$ cat config.mk
export PLATFORM = sky130hd
export DESIGN_NAME = light_sequence_controller
export DESIGN_NICKNAME = d
export VERILOG_FILES = /design/src/rtl/light_sequence_controller.sv
export SDC_FILE = /design/constraint.sdc
export NUM_CORES = 1
export LEC_CHECK = 0
export ABC_AREA = 1
export BUFFER_PORTS_ARGS = -buffer_cell sky130_fd_sc_hd__buf_2
export CAP_MARGIN = 5
export CORE_ASPECT_RATIO = 1.4
export CORE_MARGIN = 10
export CORE_UTILIZATION = 60
export CTS_CLUSTER_DIAMETER = 150
export DETAILED_ROUTE_END_ITERATION = 16
export PLACE_DENSITY_LB_ADDON = 0.12
export SETUP_SLACK_MARGIN = 0.15
export SLEW_MARGIN = 20
export SYNTH_ARGS = -nofsm -noshare
export SYNTH_HDL_FRONTEND = slang
export SYNTH_SLANG_ARGS = --single-unit
$ cat constraint.sdc
create_clock -name CLOCK_50 -period 3.36 [get_ports CLOCK_50]
set_clock_uncertainty 0.2 [all_clocks]
set_input_delay 0.168 -clock CLOCK_50 [delete_from_list [all_inputs] [get_ports CLOCK_50]]
set_output_delay 0.168 -clock CLOCK_50 [all_outputs]
set_load 0.01 [all_outputs]
$ cat src/rtl/light_sequence_controller.sv
// light_sequence_controller: push-button period control, blink tick, and
// GREEN -> RED -> BOTH colour schedule driving LEDG/LEDR.
// Optional feature: define LIGHT_PAUSE_EN to add a PAUSE input that freezes
// the tick/phase/mode/LED path while key handling keeps running.
module light_sequence_controller #(
  parameter int unsigned DEFAULT_PERIOD   = 25000000,
  parameter int unsigned STEP             = 12500000,
  parameter int unsigned MIN_PERIOD       = 12500000,
  parameter int unsigned MAX_PERIOD       = 250000000,
  parameter int unsigned TOGGLES_PER_MODE = 6,
  parameter int unsigned DEBOUNCE_CYCLES  = 500000
) (
  input  logic        CLOCK_50,
  input  logic        RESET,
  input  logic [2:0]  KEY,
`ifdef LIGHT_PAUSE_EN
  input  logic        PAUSE,
`endif
  output logic [31:0] PERIOD,
  output logic        TICK,
  output logic        PHASE,
  output logic [1:0]  MODE,
  output logic [7:0]  LEDG,
  output logic [9:0]  LEDR
);

  localparam int          NUM_KEYS   = 3;
  localparam int unsigned DB_W       = $clog2(DEBOUNCE_CYCLES + 1);
  localparam int unsigned TOG_W      = (TOGGLES_PER_MODE > 1) ? $clog2(TOGGLES_PER_MODE) : 1;
  localparam logic [DB_W-1:0]  DB_LAST  = DB_W'(DEBOUNCE_CYCLES - 1);
  localparam logic [TOG_W-1:0] TOG_LAST = TOG_W'(TOGGLES_PER_MODE - 1);
  localparam logic [31:0] P_DEF      = 32'(DEFAULT_PERIOD);
  localparam logic [31:0] P_STEP     = 32'(STEP);
  localparam logic [31:0] P_MIN      = 32'(MIN_PERIOD);
  localparam logic [31:0] P_MAX      = 32'(MAX_PERIOD);
  localparam logic [31:0] P_SLOW_LIM = 32'(MAX_PERIOD - STEP);
  localparam logic [31:0] P_FAST_LIM = 32'(MIN_PERIOD + STEP);

  typedef enum logic [1:0] {
    MODE_GREEN = 2'd0,
    MODE_RED   = 2'd1,
    MODE_BOTH  = 2'd2
  } mode_t;

  logic [2:0]      key_meta;
  logic [2:0]      key_sync;
  logic [2:0]      key_deb;
  logic [2:0]      key_deb_q;
  logic [DB_W-1:0] db_cnt [NUM_KEYS];
  logic [2:0]      press_c;
  logic            applied_c;
  logic            pause_c;
  logic            at_end_c;
  logic [31:0]     tick_cnt;
  logic [TOG_W-1:0] tog_cnt;
  mode_t           mode_q;

`ifdef LIGHT_PAUSE_EN
  assign pause_c = PAUSE;
`else
  assign pause_c = 1'b0;
`endif

  // Two-flop synchroniser, converting the active-low keys to active-high.
  always_ff @(posedge CLOCK_50) begin
    if (RESET) begin
      key_meta <= '0;
      key_sync <= '0;
    end else begin
      key_meta <= ~KEY;
      key_sync <= key_meta;
    end
  end

  // Per-key debounce: flip only after DEBOUNCE_CYCLES consecutive disagreeing cycles.
  always_ff @(posedge CLOCK_50) begin
    if (RESET) begin
      key_deb <= '0;
      for (int i = 0; i < NUM_KEYS; i++) db_cnt[i] <= '0;
    end else begin
      for (int i = 0; i < NUM_KEYS; i++) begin
        if (key_sync[i] == key_deb[i]) begin
          db_cnt[i] <= '0;
        end else if (db_cnt[i] == DB_LAST) begin
          db_cnt[i]  <= '0;
          key_deb[i] <= key_sync[i];
        end else begin
          db_cnt[i] <= db_cnt[i] + DB_W'(1);
        end
      end
    end
  end

  // Delayed debounced level for press (rising) detection.
  always_ff @(posedge CLOCK_50) begin
    if (RESET) key_deb_q <= '0;
    else       key_deb_q <= key_deb;
  end

  assign press_c   = key_deb & ~key_deb_q;
  assign applied_c = |press_c;
  assign at_end_c  = (tick_cnt == PERIOD - 32'd1);

  // Period register: default beats faster beats slower, all saturating.
  always_ff @(posedge CLOCK_50) begin
    if (RESET) begin
      PERIOD <= P_DEF;
    end else if (press_c[2]) begin
      PERIOD <= P_DEF;
    end else if (press_c[1]) begin
      PERIOD <= (PERIOD >= P_FAST_LIM) ? PERIOD - P_STEP : P_MIN;
    end else if (press_c[0]) begin
      PERIOD <= (PERIOD <= P_SLOW_LIM) ? PERIOD + P_STEP : P_MAX;
    end
  end

  // Tick counter, phase and colour-mode schedule; a press restarts the period.
  always_ff @(posedge CLOCK_50) begin
    if (RESET) begin
      tick_cnt <= '0;
      TICK     <= 1'b0;
      PHASE    <= 1'b0;
      tog_cnt  <= '0;
      mode_q   <= MODE_GREEN;
    end else if (applied_c) begin
      tick_cnt <= '0;
      TICK     <= 1'b0;
    end else if (pause_c) begin
      TICK     <= 1'b0;
    end else if (at_end_c) begin
      tick_cnt <= '0;
      TICK     <= 1'b1;
      PHASE    <= ~PHASE;
      if (tog_cnt == TOG_LAST) begin
        tog_cnt <= '0;
        case (mode_q)
          MODE_GREEN: mode_q <= MODE_RED;
          MODE_RED:   mode_q <= MODE_BOTH;
          default:    mode_q <= MODE_GREEN;
        endcase
      end else begin
        tog_cnt <= tog_cnt + TOG_W'(1);
      end
    end else begin
      tick_cnt <= tick_cnt + 32'd1;
      TICK     <= 1'b0;
    end
  end

  assign MODE = mode_q;

  // LED drive from the current phase and mode, one cycle behind them.
  always_ff @(posedge CLOCK_50) begin
    if (RESET) begin
      LEDG <= '0;
      LEDR <= '0;
    end else if (!pause_c) begin
      LEDG <= (mode_q == MODE_GREEN || mode_q == MODE_BOTH) ? {8{PHASE}}  : 8'h00;
      LEDR <= (mode_q == MODE_RED   || mode_q == MODE_BOTH) ? {10{PHASE}} : 10'h000;
    end
  end

endmodule

# After elaboration in Yosys (flattened, before gate mapping)
# Memory sizes are Yosys's and may differ from the RTL's.
# Index checks and enable logic that the tools add are counted.
# totals
output_inout_bits	54
n_memories	1
inputBits	5
register_bits	85
wordCells	120
latchBits	0
mem_bits_ro	0
ram_bits	57
# classes
n_shift	0
n_bitwise	19
eq_ne	10
multipliers	0
n_reduce_logical	15
addsub	8
div	0
n_mux	51
n_lt_le_gt_ge	2
# mem_list
memory	words	word_bits	rd	rd_ports_with_merged_regs	wr	line_no	text
db_cnt	3	19	3	0	3	49	logic [DB_W-1:0] db_cnt [NUM_KEYS];
# ops
cell	n
19-bit 2-to-1 mux	9
32-bit 2-to-1 mux	4
19-bit by 1-bit adder with 19-bit output, second input constant	3
19-bit equality test, second input constant	3
1-bit 2-to-1 mux	36
32-bit by 1-bit adder with 32-bit output, second input constant	1
32-bit by 24-bit adder with 32-bit output, second input constant	1
32-bit equality test	1
32-bit by 25-bit >= comparator with 1-bit output, second input constant	1
32-bit by 28-bit <= comparator with 1-bit output, second input constant	1
32-bit by 1-bit subtractor with 32-bit output, second input constant	1
32-bit by 24-bit subtractor with 32-bit output, second input constant	1
1-bit bitwise OR	9
2-bit AND reduction	4
1-bit NOT	7
3-bit NOT	2
2-bit OR reduction	3
5-bit OR reduction	1
2-bit case mux with 2 select lines	1
4-bit OR reduction	1
3-bit by 1-bit adder with 3-bit output, second input constant	1
3-bit AND	1
1-bit equality test	3
3-bit equality test, second input constant	1
8 further kinds	9

# Depth between registers and ports, before layout
# An unclocked memory read counts as a cell.
# depth
depth_word	8
mapped_depth	18
ltp_nobuf	18

# Worst setup path before layout
# No wires, ideal clock.
# synth_timing
path_type	register -> register
startpoint	reg PERIOD[5]
endpoint	reg tick_cnt[20]
path_buffers	1
required_time_ns	3.043
t_arrival_ns	2.060
slack_ns	0.982
synth_period_minus_slack_ns	2.378
path_stages_with_launch	17
setup_time_ns	0.117
cell_sequence	dfxtp_1 inv_2 ha_1 nand2_2 nor2_4 nand2_2 nor2_4 nand2_1 nand2_1 nand2_1 nand2_1 nand2_1 nor2_2 nand3_2 o21ai_4 buf_6 nor3b_2
# synth_between
elab_chain_len	3
# synth_rtl
item	line_no	text
start: declaration	19	output logic [31:0] PERIOD,
start signal: assignment	111	PERIOD <= (PERIOD >= P_FAST_LIM) ? PERIOD - P_STEP : P_MIN;
start signal: assignment	113	PERIOD <= (PERIOD <= P_SLOW_LIM) ? PERIOD + P_STEP : P_MAX;
32-bit by 1-bit subtractor with 32-bit output	102	assign at_end_c = (tick_cnt == PERIOD - 32'd1);
32-bit equality test	102	
5-bit OR reduction (no source line)	n/a	
end signal: assignment	145	tick_cnt <= tick_cnt + 32'd1;
end: declaration	54	logic [31:0] tick_cnt;
# Every way passes these cells.
# A chain may end at the register's enable or synchronous reset.

# Final worst setup path
# layout_timing
startpoint	reg PERIOD[19]
endpoint	reg PERIOD[7]
# layout_between
elab_chain_len	4
word_cells_on_any_way	6
classes_between	order compare: 2; mux: 4
# layout_rtl
item	line_no	text
32-bit by 28-bit <= comparator with 1-bit output	113	
32-bit 2-to-1 mux	113	
32-bit 2-to-1 mux	112	end else if (press_c[0]) begin
32-bit 2-to-1 mux (*)	110	end else if (press_c[1]) begin
# Every way passes the cells marked *; elsewhere a longest branch is shown, timed or not. The select of a mux whose other input is x is not followed.

==> impl_results.md <==
* Mapped Avg Cell Area at between 7 and 8 um2
* DR DRC count at 0
* Area delta synth->final at 12.5%
* Startpoint types: flip-flop
* Slew Limit Headroom at around 55%
* Share of post-route cells with drive strength above 1 at ~15%
* Least-Margin Pin Slew at 673 ps
* Clock Latency Late Sink at between 400 and 500 ps
* Worst-path cell chain: inv_1 -> nor2_1 -> nand2_1 -> o21ai_1 -> a21o_1 -> a21oi_1 -> nor2_2 -> buf_4 -> nand2_1 -> o21ai_0 -> nor2_1 -> nor2_1
* Die ar. at between 0.02 and 0.025 mm2
* Critical setup path kind: flip-flop to flip-flop
* CP max FO at 15
* I/O Buffers at 53
* Synth warn at 0
* Synth Cell Area at 0.00972 mm2
* Hold_sp: key_meta[2]
* Placeable Area at approximately 0.016 mm2
* H-tree depth at 4
* First-pass GRT wire length at about 44 mm
* Register Area at roughly 0.0033 mm2
* Via count at 9294
* Initial antenna violation count at 0
* Detailed Route WL at 27.4 mm
* FF+latch count, synth at 137
* Setup Viol. Count Final at 0
* Area occupied by multi-input gates at between 0.005 and 0.006 mm2
* Placement Rows at 55
* Worst flop-to-flop path endpoint: PERIOD[7]
* Max-cap viol count at 0
* Via density per instance at about 5.5
* Non-Filler Instances at 1701
* Final Critical Period at approximately 2900 ps
* Critical Path Sink Type: flip-flop
* First-pass DRT Iterations at 6
* Peak Freq at about 340 MHz
* CP Buf/Inv Count at 2
* Leakage at 4.67 nW
* CTS tree: yes
* Crit Reg-Reg Startpoint: PERIOD[19]
* Crit path arrival time at between 3000 and 4000 ps
* Filler instances at 1434
* Drt wl/cell at 16.1 um
* Async S/R FF share, synth at 0%
* Remaining Overflow, GRT at 0
* Setup Total Neg Slack at 0 ps
* Clock sinks at between 100 and 150
* Final Hold Fails at 0
* Die width at around 130 um
* Max Slew Vio Count at 0
* Starting Density at 60.6%
* R2R depth at 12
* # placed instances at between 1.5k and 2k
* Top cell by count, worst path: nor2_1
* Tightest Hold Check Type: flip-flop to flip-flop
* Critical Path RT at between 3000 and 4000 ps
* Post-synth EDFFs at 57
* Max IR drop VDD at roughly 0.37 mV
* # nets final at 1505
* Longest Clk Path Bufs at 2
* TritonCTS Buffers at 17
* Vert. Die Dim at approximately 170 um
* Final ANT Viol Nets at 0
* Largest net degree at the start of global routing at 33
* Worst hold endpoint: key_sync[2]
* Clock Tree Root: clkbuf_16
* Gp weighted congestion at about 1.1
* PwrDens at between 300 and 400 mW/mm2
* Part of the Yosys area used for sequential elements at about a third
* CP max stage cell: dfxtp_1
* Initial drt markers at about 700
* Status: complete, no violations
* Detailed placement HPWL at between 20 and 25 mm
* Hold path cells at 2
* Period utilization at between 80% and 90%
* Max incr delay on CP at between 600 and 700 ps
* RSZ-0062 raised after global routing: false
* Vias in the first global route at between 9k and 10k
* R2R Setup Slk at ~450 ps
* Crit-path leading delay family: simple AND/OR/NAND/NOR gates
* I/O pins at 59
* Ant diodes at 0
* Total global routing track utilization at ~25%
* Yosys cell types at 55
* Ys flop type: dfxtp_1
* Post-synthesis instance total at 1378
* Reg clk slew, reported paths at 60 ps
[metrics by stage]
| step | total power (W) | hold slack, ps | util, % | area, um2 | worst slack [ps] |
|---|---|---|---|---|---|
| final | 0.00381 | 213 | 68.2 | 10900 | 454 |
| after global routing | 0.00392 | 226 | 68.2 | 10900 | 302 |
| after CTS | 0.00383 | 211 | 68.2 | 10900 | 567 |
| after detailed placement | 0.00194 | 124 | 64.1 | 10300 | 609 |
| after global placement | 0.00194 | 125 | 64.1 | 10300 | 529 |
| after floorplan | 0.00191 | 34.7 | - | 9950 | 982 |
[final cells by class]
cell class | count | share of cell area [%]
Timing Repair Buffer | 88 | 5.10
Multi-Input combinational cell | 1063 | 50.6
Inverter | 182 | 6.28
Tap cell | 199 | 2.28
Sequential cell | 137 | 30.3
Clock inverter | 14 | 1.46
Clock buffer | 18 | 3.92
[logic make-up (layout without fill, tap and decap cells)]
kind of cell / count (synthesis) / count (layout) / share of synthesized area, %
AND/OR/NAND/NOR: 768 / 768 / 38.3
buffers and inverters: 238 / 302 / 11.3
AO/OA/AOI/OAI: 164 / 164 / 9.61
flip-flops: 137 / 137 / 34.1
XOR/XNOR: 58 / 58 / 5.23
adder cells (fa/ha/maj): 11 / 11 / 1.42
other: 2 / 62 / 0.0772
[cells in the mapped netlist (all sizes together), types with 10 or more instances]
cell type / count / area (um2)
a21oi: 71 / 389
nor4: 28 / 188
xor2: 44 / 385
nand3: 110 / 601
inv: 177 / 667
ha: 11 / 138
nor3: 32 / 195
nand4: 35 / 219
nor2: 224 / 1100
xnor2: 14 / 123
edfxtp: 57 / 1710
buf: 46 / 372
dfxtp: 80 / 1600
nand2: 313 / 1220
clkbuf: 10 / 37.5
nor3b: 10 / 85.1
o21ai: 63 / 327
[sequential cells by signal, indices dropped and copies added, names as in the netlist]
register	flops
LEDG	1
LEDR	1
key_meta	3
tick_cnt	32
key_deb	3
key_deb_q	3
tog_cnt	3
TICK	1
db_cnt	57
PERIOD	27
PHASE	1
MODE	2
key_sync	3
[tightest hold or removal path, cell delays in order, from the launching register on]
cell and delay, ps:
dfxtp_1 300, inv_1 40, nor2_1 30
[cell usage in the layout, fill, tap and decap left out, types with 6 or more instances in the layout]
master | Yosys | routed
nand3b_1 | 7 | 7
dlygate4sd3_1 | 0 | 7
inv_2 | 9 | 9
nor2_1 | 171 | 171
inv_6 | 0 | 6
xnor2_1 | 14 | 14
nor3b_1 | 8 | 8
edfxtp_1 | 57 | 57
a21oi_1 | 62 | 62
a31oi_1 | 6 | 6
clkbuf_16 | 0 | 17
xor2_1 | 44 | 44
nor4_1 | 26 | 26
nand2_1 | 301 | 301
nor3_2 | 7 | 7
nand3_1 | 103 | 103
nor2_4 | 20 | 20
nand2_2 | 8 | 8
a21oi_2 | 9 | 9
nand4_1 | 35 | 35
conb_1 | 2 | 62
o21ai_0 | 55 | 55
inv_1 | 167 | 167
ha_1 | 11 | 11
nor3_1 | 25 | 25
o21ai_1 | 7 | 7
nor2_2 | 31 | 31
dfxtp_1 | 80 | 80
buf_2 | 6 | 53
buf_4 | 27 | 27
[repair_timing]
| item | 4_1_cts | 5_1_grt |
|---|---|---|
| setup buffers | 0 | 0 |
| resized for setup | 0 | 0 |
| hold buffers | 7 | 0 |
| hold endpoints to repair | 11 | 0 |
[routing by layer]
layer / share of wire, % / global-route usage [%] / vias to the layer above / routed length, um
met4: 7.5 / 18.8 / 0 / 2050
li1: - / - / 4652 / -
met2: 50 / 44.6 / 301 / 13800
met5: 0 / 0 / - / 0
met3: 4.5 / 4.24 / 118 / 1220
met1: 38 / 26.1 / 4223 / 10400
[power breakdown]
| part | total (W) | switching, W | internal (W) |
|---|---|---|---|
| clock | 0.00190 | 0.000784 | 0.00111 |
| combinational | 0.000113 | 0.0000765 | 0.0000363 |
| sequential | 0.00180 | 0.0000315 | 0.00177 |
[worst max path at each step]
stage / startpoint / end / slack [ps] / cells past startpoint
floorplan: PERIOD[5] / tick_cnt[20] / 980 / 16
global placement: PERIOD[19] / PERIOD[7] / 530 / 12
detailed placement: PERIOD[5] / tick_cnt[29] / 610 / 14
CTS: PERIOD[5] / tick_cnt[29] / 570 / 14
global route: PERIOD[5] / PERIOD[23] / 300 / 14
finish: PERIOD[19] / PERIOD[7] / 450 / 12
No activity file was read; power rests on OpenSTA's default activity.
